`config.mk`:
```
export PLATFORM = sky130hd
export DESIGN_NAME = commit_trace_buffer_flat
export DESIGN_NICKNAME = d
export VERILOG_FILES = /design/src/rtl/commit_trace_buffer_if.sv /design/src/rtl/commit_trace_buffer.sv /design/src/flat_wrapper.sv
export SDC_FILE = /design/constraint.sdc
export NUM_CORES = 1
export LEC_CHECK = 0
export CORE_MARGIN = 3
export CORE_UTILIZATION = 41
export CTS_CLUSTER_DIAMETER = 200
export DETAILED_ROUTE_END_ITERATION = 16
export GPL_ROUTABILITY_DRIVEN = 0
export RECOVER_POWER = 25
export SYNTH_ARGS = -nofsm -noshare
export SYNTH_HDL_FRONTEND = slang
export SYNTH_SLANG_ARGS = --single-unit
```
`constraint.sdc`:
```
create_clock -name clock -period 12.5 [get_ports clock]
set_clock_uncertainty 0.05 [all_clocks]
set_input_delay 2.5 -clock clock [delete_from_list [all_inputs] [get_ports clock]]
set_output_delay 2.5 -clock clock [all_outputs]
set_load 0.02 [all_outputs]
```
`src/rtl/commit_trace_buffer_if.sv`:
```
// Trace output stream of commit_trace_buffer: one 32-bit beat per valid/ready
// handshake, out_last flags the final beat of each record.
interface commit_trace_buffer_if;
  logic        out_valid;
  logic        out_ready;
  logic [31:0] out_data;
  logic        out_last;

  modport master (output out_valid, output out_data, output out_last, input out_ready);
  modport slave  (input out_valid, input out_data, input out_last, output out_ready);
endinterface

```
`src/rtl/commit_trace_buffer.sv`:
```
// FIFO of retired-instruction records, serialized as 32-bit beats on the trace stream.
// Define TRACE_TIMESTAMP_EN to append a capture-cycle timestamp as a fifth beat.
module commit_trace_buffer #(
  parameter int unsigned DEPTH = 16
) (
  input  logic                    clock,
  input  logic                    reset,
  input  logic                    commit_valid,
  input  logic [31:0]             commit_pc,
  input  logic [31:0]             commit_ins,
  input  logic                    commit_we,
  input  logic [4:0]              commit_rd,
  input  logic [31:0]             commit_wdata,
  commit_trace_buffer_if.master   trace,
  output logic [$clog2(DEPTH):0]  level,
  output logic                    full,
  output logic                    empty,
  output logic [15:0]             drop_cnt
);
  localparam int unsigned AW = $clog2(DEPTH);
  localparam int unsigned LW = AW + 1;
  localparam logic [LW-1:0] DEPTH_L = LW'(DEPTH);
`ifdef TRACE_TIMESTAMP_EN
  localparam logic [2:0] LAST_BEAT = 3'd4;
`else
  localparam logic [2:0] LAST_BEAT = 3'd3;
`endif

  logic [AW-1:0] head, tail;
  logic [2:0]    beat;
  logic [31:0]   cycle_cnt;
  logic          advance, pop, push, drop;

  logic [31:0] pc_mem    [DEPTH];
  logic [31:0] ins_mem   [DEPTH];
  logic        we_mem    [DEPTH];
  logic [4:0]  rd_mem    [DEPTH];
  logic [31:0] wdata_mem [DEPTH];
`ifdef TRACE_TIMESTAMP_EN
  logic [31:0] ts_mem    [DEPTH];
`else
  logic        cycle_unused;
  assign cycle_unused = ^cycle_cnt;
`endif

  assign empty           = (level == '0);
  assign full            = (level == DEPTH_L);
  assign trace.out_valid = !empty;
  assign trace.out_last  = !empty && (beat == LAST_BEAT);

  assign advance = trace.out_valid && trace.out_ready;
  assign pop     = advance && trace.out_last;
  // A full FIFO still accepts a commit when the head record leaves this cycle.
  assign push    = commit_valid && (!full || pop);
  assign drop    = commit_valid && full && !pop;

  always_comb begin
    trace.out_data = '0;
    case (beat)
      3'd0:    trace.out_data = pc_mem[head];
      3'd1:    trace.out_data = ins_mem[head];
      3'd2:    trace.out_data = {we_mem[head], 26'b0, rd_mem[head]};
      3'd3:    trace.out_data = wdata_mem[head];
`ifdef TRACE_TIMESTAMP_EN
      3'd4:    trace.out_data = ts_mem[head];
`endif
      default: trace.out_data = '0;
    endcase
  end

  // Write data is masked at capture so beat 3 reads zero for non-writing instructions.
  always_ff @(posedge clock) begin
    if (push) begin
      pc_mem[tail]    <= commit_pc;
      ins_mem[tail]   <= commit_ins;
      we_mem[tail]    <= commit_we;
      rd_mem[tail]    <= commit_rd;
      wdata_mem[tail] <= commit_we ? commit_wdata : '0;
`ifdef TRACE_TIMESTAMP_EN
      ts_mem[tail]    <= cycle_cnt;
`endif
    end
  end

  always_ff @(posedge clock or posedge reset) begin
    if (reset) begin
      head      <= '0;
      tail      <= '0;
      level     <= '0;
      beat      <= '0;
      drop_cnt  <= '0;
      cycle_cnt <= '0;
    end else begin
      cycle_cnt <= cycle_cnt + 32'd1;
      if (push) tail <= tail + AW'(1);
      if (pop) begin
        head <= head + AW'(1);
        beat <= '0;
      end else if (advance) begin
        beat <= beat + 3'd1;
      end
      if (push && !pop)      level <= level + LW'(1);
      else if (pop && !push) level <= level - LW'(1);
      if (drop && (drop_cnt != '1)) drop_cnt <= drop_cnt + 16'd1;
    end
  end
endmodule

```
`src/flat_wrapper.sv`:
```
// flat-port wrapper written by rule: the top's interface ports become plain ports
module commit_trace_buffer_flat 
#(
  parameter int unsigned DEPTH = 16
)
  (clock, reset, commit_valid, commit_pc, commit_ins, commit_we, commit_rd, commit_wdata, level, full, empty, drop_cnt, trace_out_valid, trace_out_data, trace_out_last, trace_out_ready);
  commit_trace_buffer_if trace_i ();
  input  logic clock;
  input  logic reset;
  input  logic commit_valid;
  input  logic [31:0] commit_pc;
  input  logic [31:0] commit_ins;
  input  logic commit_we;
  input  logic [4:0] commit_rd;
  input  logic [31:0] commit_wdata;
  output logic [$clog2(DEPTH):0] level;
  output logic full;
  output logic empty;
  output logic [15:0] drop_cnt;
  output wire logic [$bits(trace_i.out_valid)-1:0] trace_out_valid;
  output wire logic [$bits(trace_i.out_data)-1:0] trace_out_data;
  output wire logic [$bits(trace_i.out_last)-1:0] trace_out_last;
  input wire logic [$bits(trace_i.out_ready)-1:0] trace_out_ready;
  assign trace_out_valid = trace_i.out_valid;
  assign trace_out_data = trace_i.out_data;
  assign trace_out_last = trace_i.out_last;
  assign trace_i.out_ready = trace_out_ready;
  commit_trace_buffer #(.DEPTH(DEPTH)) u_core (.clock(clock), .reset(reset), .commit_valid(commit_valid), .commit_pc(commit_pc), .commit_ins(commit_ins), .commit_we(commit_we), .commit_rd(commit_rd), .commit_wdata(commit_wdata), .trace(trace_i), .level(level), .full(full), .empty(empty), .drop_cnt(drop_cnt));
endmodule
```
* After elaboration in Yosys (flattened, before gate mapping)
Memories as Yosys holds them, arrays and structs flattened. Index checks and enable logic that the tools add are counted. Widths: inputs -> output; s select.
Word-level totals: memories kept 5, output and inout port bits 57, register bits 32, RAM bits 1632, input port bits 106
Memories:
- u_core.ins_mem | words 16, bits a word 32, read ports 1, clocked after Yosys merged registers in 0, wr ports 1, RTL line commit_trace_buffer.sv:35 | logic [31:0] ins_mem [DEPTH];
- u_core.pc_mem | words 16, bits a word 32, read ports 1, clocked after Yosys merged registers in 0, wr ports 1, RTL line commit_trace_buffer.sv:34 | logic [31:0] pc_mem [DEPTH];
- u_core.wdata_mem | words 16, bits a word 32, read ports 1, clocked after Yosys merged registers in 0, wr ports 1, RTL line commit_trace_buffer.sv:38 | logic [31:0] wdata_mem [DEPTH];
- u_core.rd_mem | words 16, bits a word 5, read ports 1, clocked after Yosys merged registers in 0, wr ports 1, RTL line commit_trace_buffer.sv:37 | logic [4:0] rd_mem [DEPTH];
- u_core.we_mem | words 16, bits a word 1, read ports 1, clocked after Yosys merged registers in 0, wr ports 1, RTL line commit_trace_buffer.sv:36 | logic we_mem [DEPTH];
Cells by class: muxes and demuxes 8, reduce and logical (&&, ||, !) cells 18, add/sub/neg operators 6, equal/unequal tests 5
Operator list (count):
- $pmux 32 s4 | 1
- $mux 32 | 1
- $add 16x1->16 const B | 1
- $ne 16x16->1 const B | 1
- $mux 5 | 2
- $logic_and 1x1->1 | 9
- $add 4x1->4 const B | 2
- $eq 3x2->1 const B | 2
- $mux 3 | 2
- $add 5x1->5 const B | 1
- $eq 5x5->1 const B | 1
- $logic_not 5->1 | 1
- $sub 5x1->5 const B | 1
- $logic_not 1->1 | 4
- $reduce_bool 2->1 | 2
- $add 3x1->3 const B | 1
- $eq 3x1->1 const B | 1
- $logic_not 3->1 | 1
- $mux 1 | 2
- $logic_or 1x1->1 | 1

* Depth between registers and ports, before layout
depth after elaboration 10, depth in mapped cells 15, mapped depth without buffers 12

* Worst setup path after synthesis
No wires, ideal clock.
path type input -> register, from input trace_out_ready, to memory u_core.ins_mem[3][0] (enable), slack 1.611 ns, path buffers 0, stages 4, data required time 11.763 ns, arrival 10.152 ns, path through nand2_1 -> a21boi_1 -> nand2_1 -> nor3_1
Between the ends: word-level cells in the longest chain between the ends 6
RTL lines:
- start, declared | RTL line flat_wrapper.sv:23 | input wire logic [$bits(trace_i.out_ready)-1:0] trace_out_ready;
- $logic_and 1x1->1 | RTL line commit_trace_buffer.sv:51 | assign advance = trace.out_valid && trace.out_ready;
- $logic_and 1x1->1 | RTL line commit_trace_buffer.sv:52 | assign pop = advance && trace.out_last;
- $logic_or 1x1->1 | RTL line commit_trace_buffer.sv:54 | assign push = commit_valid && (!full || pop);
- $logic_and 1x1->1 | RTL line commit_trace_buffer.sv:54
- net u_core.push | RTL line commit_trace_buffer.sv:32 | logic advance, pop, push, drop;
- $mux 1 | RTL line commit_trace_buffer.sv:73 | if (push) begin
- $mux 1 (not written as such) | RTL line commit_trace_buffer.sv:75 | ins_mem[tail] <= commit_ins;
- end, declared | RTL line commit_trace_buffer.sv:35
The timed path passes the listed nets, and every way through them passes these cells.

* Worst setup path in the final report
from register u_core.head[1], to output trace_out_data[31]
Between the ends: word-level cells in the longest chain between the ends 2, elaborated cells on any way between the ends 5, classes of those cells 1 x mux; 4 x memory
RTL lines:
- start, declared | RTL line commit_trace_buffer.sv:29 | logic [AW-1:0] head, tail;
- start signal, assigned | RTL line commit_trace_buffer.sv:97 | head <= head + AW'(1);
- $mem_v2 16x32, or another cell as far along
- $pmux 32 s4 (*) | RTL line commit_trace_buffer.sv:59 | case (beat)
- end, declared | RTL line flat_wrapper.sv:21 | output wire logic [$bits(trace_i.out_data)-1:0] trace_out_data;
Mark *: on every way between the ends. The rest lies on a longest branch, timed or not.

==> metrics.txt <==
syn_nets=3,395; number of flops mapped to enable cells by yosys=1,632; violations in the final reports=max-capacitance violations, max-slew violations; sum of internal, switching and leakage power=16.7 mW; total of fill cells in the finished design=12,900; most common cell after layout, fill and taps aside=sky130_fd_sc_hd__edfxtp_1; fraction of layout cells with a size suffix above 1=0.143; post-route fraction of the period consumed by the critical path=0.665; Post-Layout Inst Area=74,100 um^2; detailed router's first-iteration violation count=3,205; static leakage power=24.3 nW; number of input and output port buffers inserted=162; aggregate global-route resource usage=0.201; cell row count=145; CTS clock-pin slew for the worst setup and hold paths=0.06 ns; post-synthesis area per instance=19.8 um^2; final slew viol count=83; total CTS buffers=170; DRT Wirelength=165,000 um; total core area=157,000 um^2; YS warnings=0; GRT Residual Overflow=0; highest clock frequency the design can meet=120 MHz; Initial Utilization=0.413; headroom to the max-slew limit=-1.53; insertion delay of the later-clocked pin in the worst-skew pair=0.79 ns; CTS hold repair buffers=0; number of ports placed on the die boundary=163; Critical Setup Path Class=reg2out; global-route wire length before repair=237,000 um; mean number of vias per cell=5.75; clock tree from TritonCTS=done; post-route DRC violation count=0; final-layout worst hold slack=0.454 ns; critical path capture point type=primary output; dominant register cell in the synthesized netlist=sky130_fd_sc_hd__edfxtp_1; number of placed instances with taps included=5,374; number of instances resized during post-cts repair=0; type of the most critical hold path=reg2reg; setup repair after global routing missed its margin=no; PwrDens=226 nW/um^2; chip width=403 um; count of H-tree levels built during CTS=4; final hold vios=0; Synth async-reset ratio=0.0192; transition time at the pin with the least slew margin=3.79 ns; routed vias=32,700; count of nets after finishing=3,610; clock sinks=1,664; CP startpoint kind=flop; postcts setup bufs=0; CP Data Required Time=9.95 ns; Routed WL per cell=29.0 um; number of antenna violations at the first check in global routing=33; setup TNS after final layout=0 ns; clock tree root buffer cell=sky130_fd_sc_hd__clkbuf_16; Crit path arrival time=5.76 ns; Max Cap Violations=2; number of instances in the synthesized netlist=3,273; largest fanout of any net on the critical path=47; HPWL reported at the end of detailed placement=84,800 um; post-place instance area=68,700 um^2; commonest non-fill, non-tap cells in the layout=sky130_fd_sc_hd__edfxtp_1, sky130_fd_sc_hd__mux2i_1, sky130_fd_sc_hd__a22oi_1; pin count of the biggest net entering global routing=138; area growth from synthesis to layout=14.5%; via count of the first global-routing pass=32,800; worst-case vdd ir drop=0.190 mV; Unique masters post-synth=56; die span in y=403 um; final period demand of the worst path=8.31 ns; number of search-and-repair iterations in the first detailed-routing pass=5; floorplan die area=163,000 um^2; clk buf depth=3; Synth Cell Area=64,700 um^2; Antenna Nets Post-Route=0; flops & latches, synth=1,664; post-route non-filler standard cell count=5,687; Setup violations, final=0; status=complete, but fails checks; proportion of synthesized chip area in sequential cells=0.770
==> metrics by stage <==
| stage | worst slack (ns) | utilization |
|---|---|---|
| final | 4.19 | 0.473 |
| after global routing | 3.99 | 0.473 |
| after floorplan | 1.61 | - |
| after detailed placement | 4.93 | 0.439 |
| after global placement | 5.02 | 0.439 |
| after CTS | 4.05 | 0.473 |
==> path summary, 6_finish.rpt <==
kind / to / slack, ns / start / depth (start not counted)
min in group asynchronous: u_core.drop_cnt[11]$_DFFE_PP0P_ / 2.82 / reset / 3
setup / recovery: trace_out_data[31] / 4.19 / u_core.head[1]$_DFFE_PP0N_ / 8
hold / removal: u_core.drop_cnt[15]$_DFFE_PP0P_ / 0.45 / u_core.drop_cnt[15]$_DFFE_PP0P_ / 1
max in group asynchronous: u_core.head[1]$_DFFE_PP0N_ / 8.17 / reset / 3
setup reg to reg: u_core.ins_mem[6][1]$_DFFE_PP_ / 7.16 / u_core.beat[2]$_DFFE_PP0P_ / 10
hold reg to reg: u_core.drop_cnt[15]$_DFFE_PP0P_ / 0.45 / u_core.drop_cnt[15]$_DFFE_PP0P_ / 1
==> power by group <==
group	total, mW	internal [mW]	switching, mW
logic	4.93	1.89	3.05
registers	6.90	6.72	0.185
clock network	4.87	2.77	2.10
==> Yosys cell counts (15+ instances only) <==
library cell	count	area share
sky130_fd_sc_hd__a21boi_0	21	0.0024
sky130_fd_sc_hd__a21oi_1	17	0.0013
sky130_fd_sc_hd__a221oi_1	52	0.0070
sky130_fd_sc_hd__a22oi_1	193	0.022
sky130_fd_sc_hd__and2_1	40	0.0039
sky130_fd_sc_hd__buf_1	18	0.0010
sky130_fd_sc_hd__buf_2	40	0.0031
sky130_fd_sc_hd__buf_4	47	0.0055
sky130_fd_sc_hd__clkbuf_1	74	0.0043
sky130_fd_sc_hd__dfrtp_1	32	0.012
sky130_fd_sc_hd__edfxtp_1	1632	0.76
sky130_fd_sc_hd__ha_1	15	0.0029
sky130_fd_sc_hd__mux2i_1	472	0.073
sky130_fd_sc_hd__mux4_2	185	0.064
sky130_fd_sc_hd__nand2_1	64	0.0037
sky130_fd_sc_hd__nand3_1	113	0.0087
sky130_fd_sc_hd__nand4_1	20	0.0019
sky130_fd_sc_hd__nor2_1	39	0.0023
sky130_fd_sc_hd__o21a_1	15	0.0017
sky130_fd_sc_hd__o21ai_0	28	0.0022
sky130_fd_sc_hd__xnor2_1	15	0.0020
==> cell families (layout without fill, tap and decap cells) <==
group | count (synthesis) | after routing | synth area share
simple gates | 326 | 326 | 0.0255
buf+inv | 200 | 543 | 0.0158
other cells | 0 | 13 | 0
fa+ha+maj | 16 | 16 | 0.00321
mux | 659 | 659 | 0.138
flops | 1664 | 1664 | 0.770
compound gates | 383 | 383 | 0.0446
xor+xnor | 25 | 25 | 0.00338
==> state kept, by name (all words and copies together) (netlist names) <==
register / flops
u_core.level: 5
u_core.head: 4
u_core.tail: 4
u_core.ins_mem: 512
u_core.rd_mem: 80
u_core.pc_mem: 512
u_core.drop_cnt: 16
u_core.we_mem: 16
u_core.wdata_mem: 512
u_core.beat: 3
==> routing by layer <==
layer	up-vias	part of all wire	GRT usage	wire, um
met5	-	0.00016	0	27
met4	4	0.026	0.0625	4330
met3	256	0.073	0.0428	12000
met2	1200	0.48	0.322	79200
met1	17300	0.42	0.278	69100
li1	13900	-	-	-
==> final cells by class <==
cell class | instances | area, um^2 | share of cell area
antenna | 13 | 32.5 | 0.000439
multi-input combinational | 1409 | 14000 | 0.189
sequential | 1664 | 49800 | 0.673
inverter | 14 | 53.8 | 0.000726
tap | 2058 | 2570 | 0.0348
timing repair buffer | 229 | 2250 | 0.0304
clock inverter | 100 | 897 | 0.0121
clock buffer | 200 | 4410 | 0.0595
==> worst max-delay path, stage by stage, from the launching register on <==
cell,delay [ns]
sky130_fd_sc_hd__dfrtp_4,0.86
sky130_fd_sc_hd__buf_4,0.74
sky130_fd_sc_hd__and2_4,0.78
sky130_fd_sc_hd__buf_4,0.67
sky130_fd_sc_hd__a22oi_1,0.22
sky130_fd_sc_hd__nand2_1,0.13
sky130_fd_sc_hd__o221ai_1,0.27
sky130_fd_sc_hd__or4_1,0.65
sky130_fd_sc_hd__clkdlybuf4s50_1,0.58
Note: power is estimated with default switching activity, not from simulation.
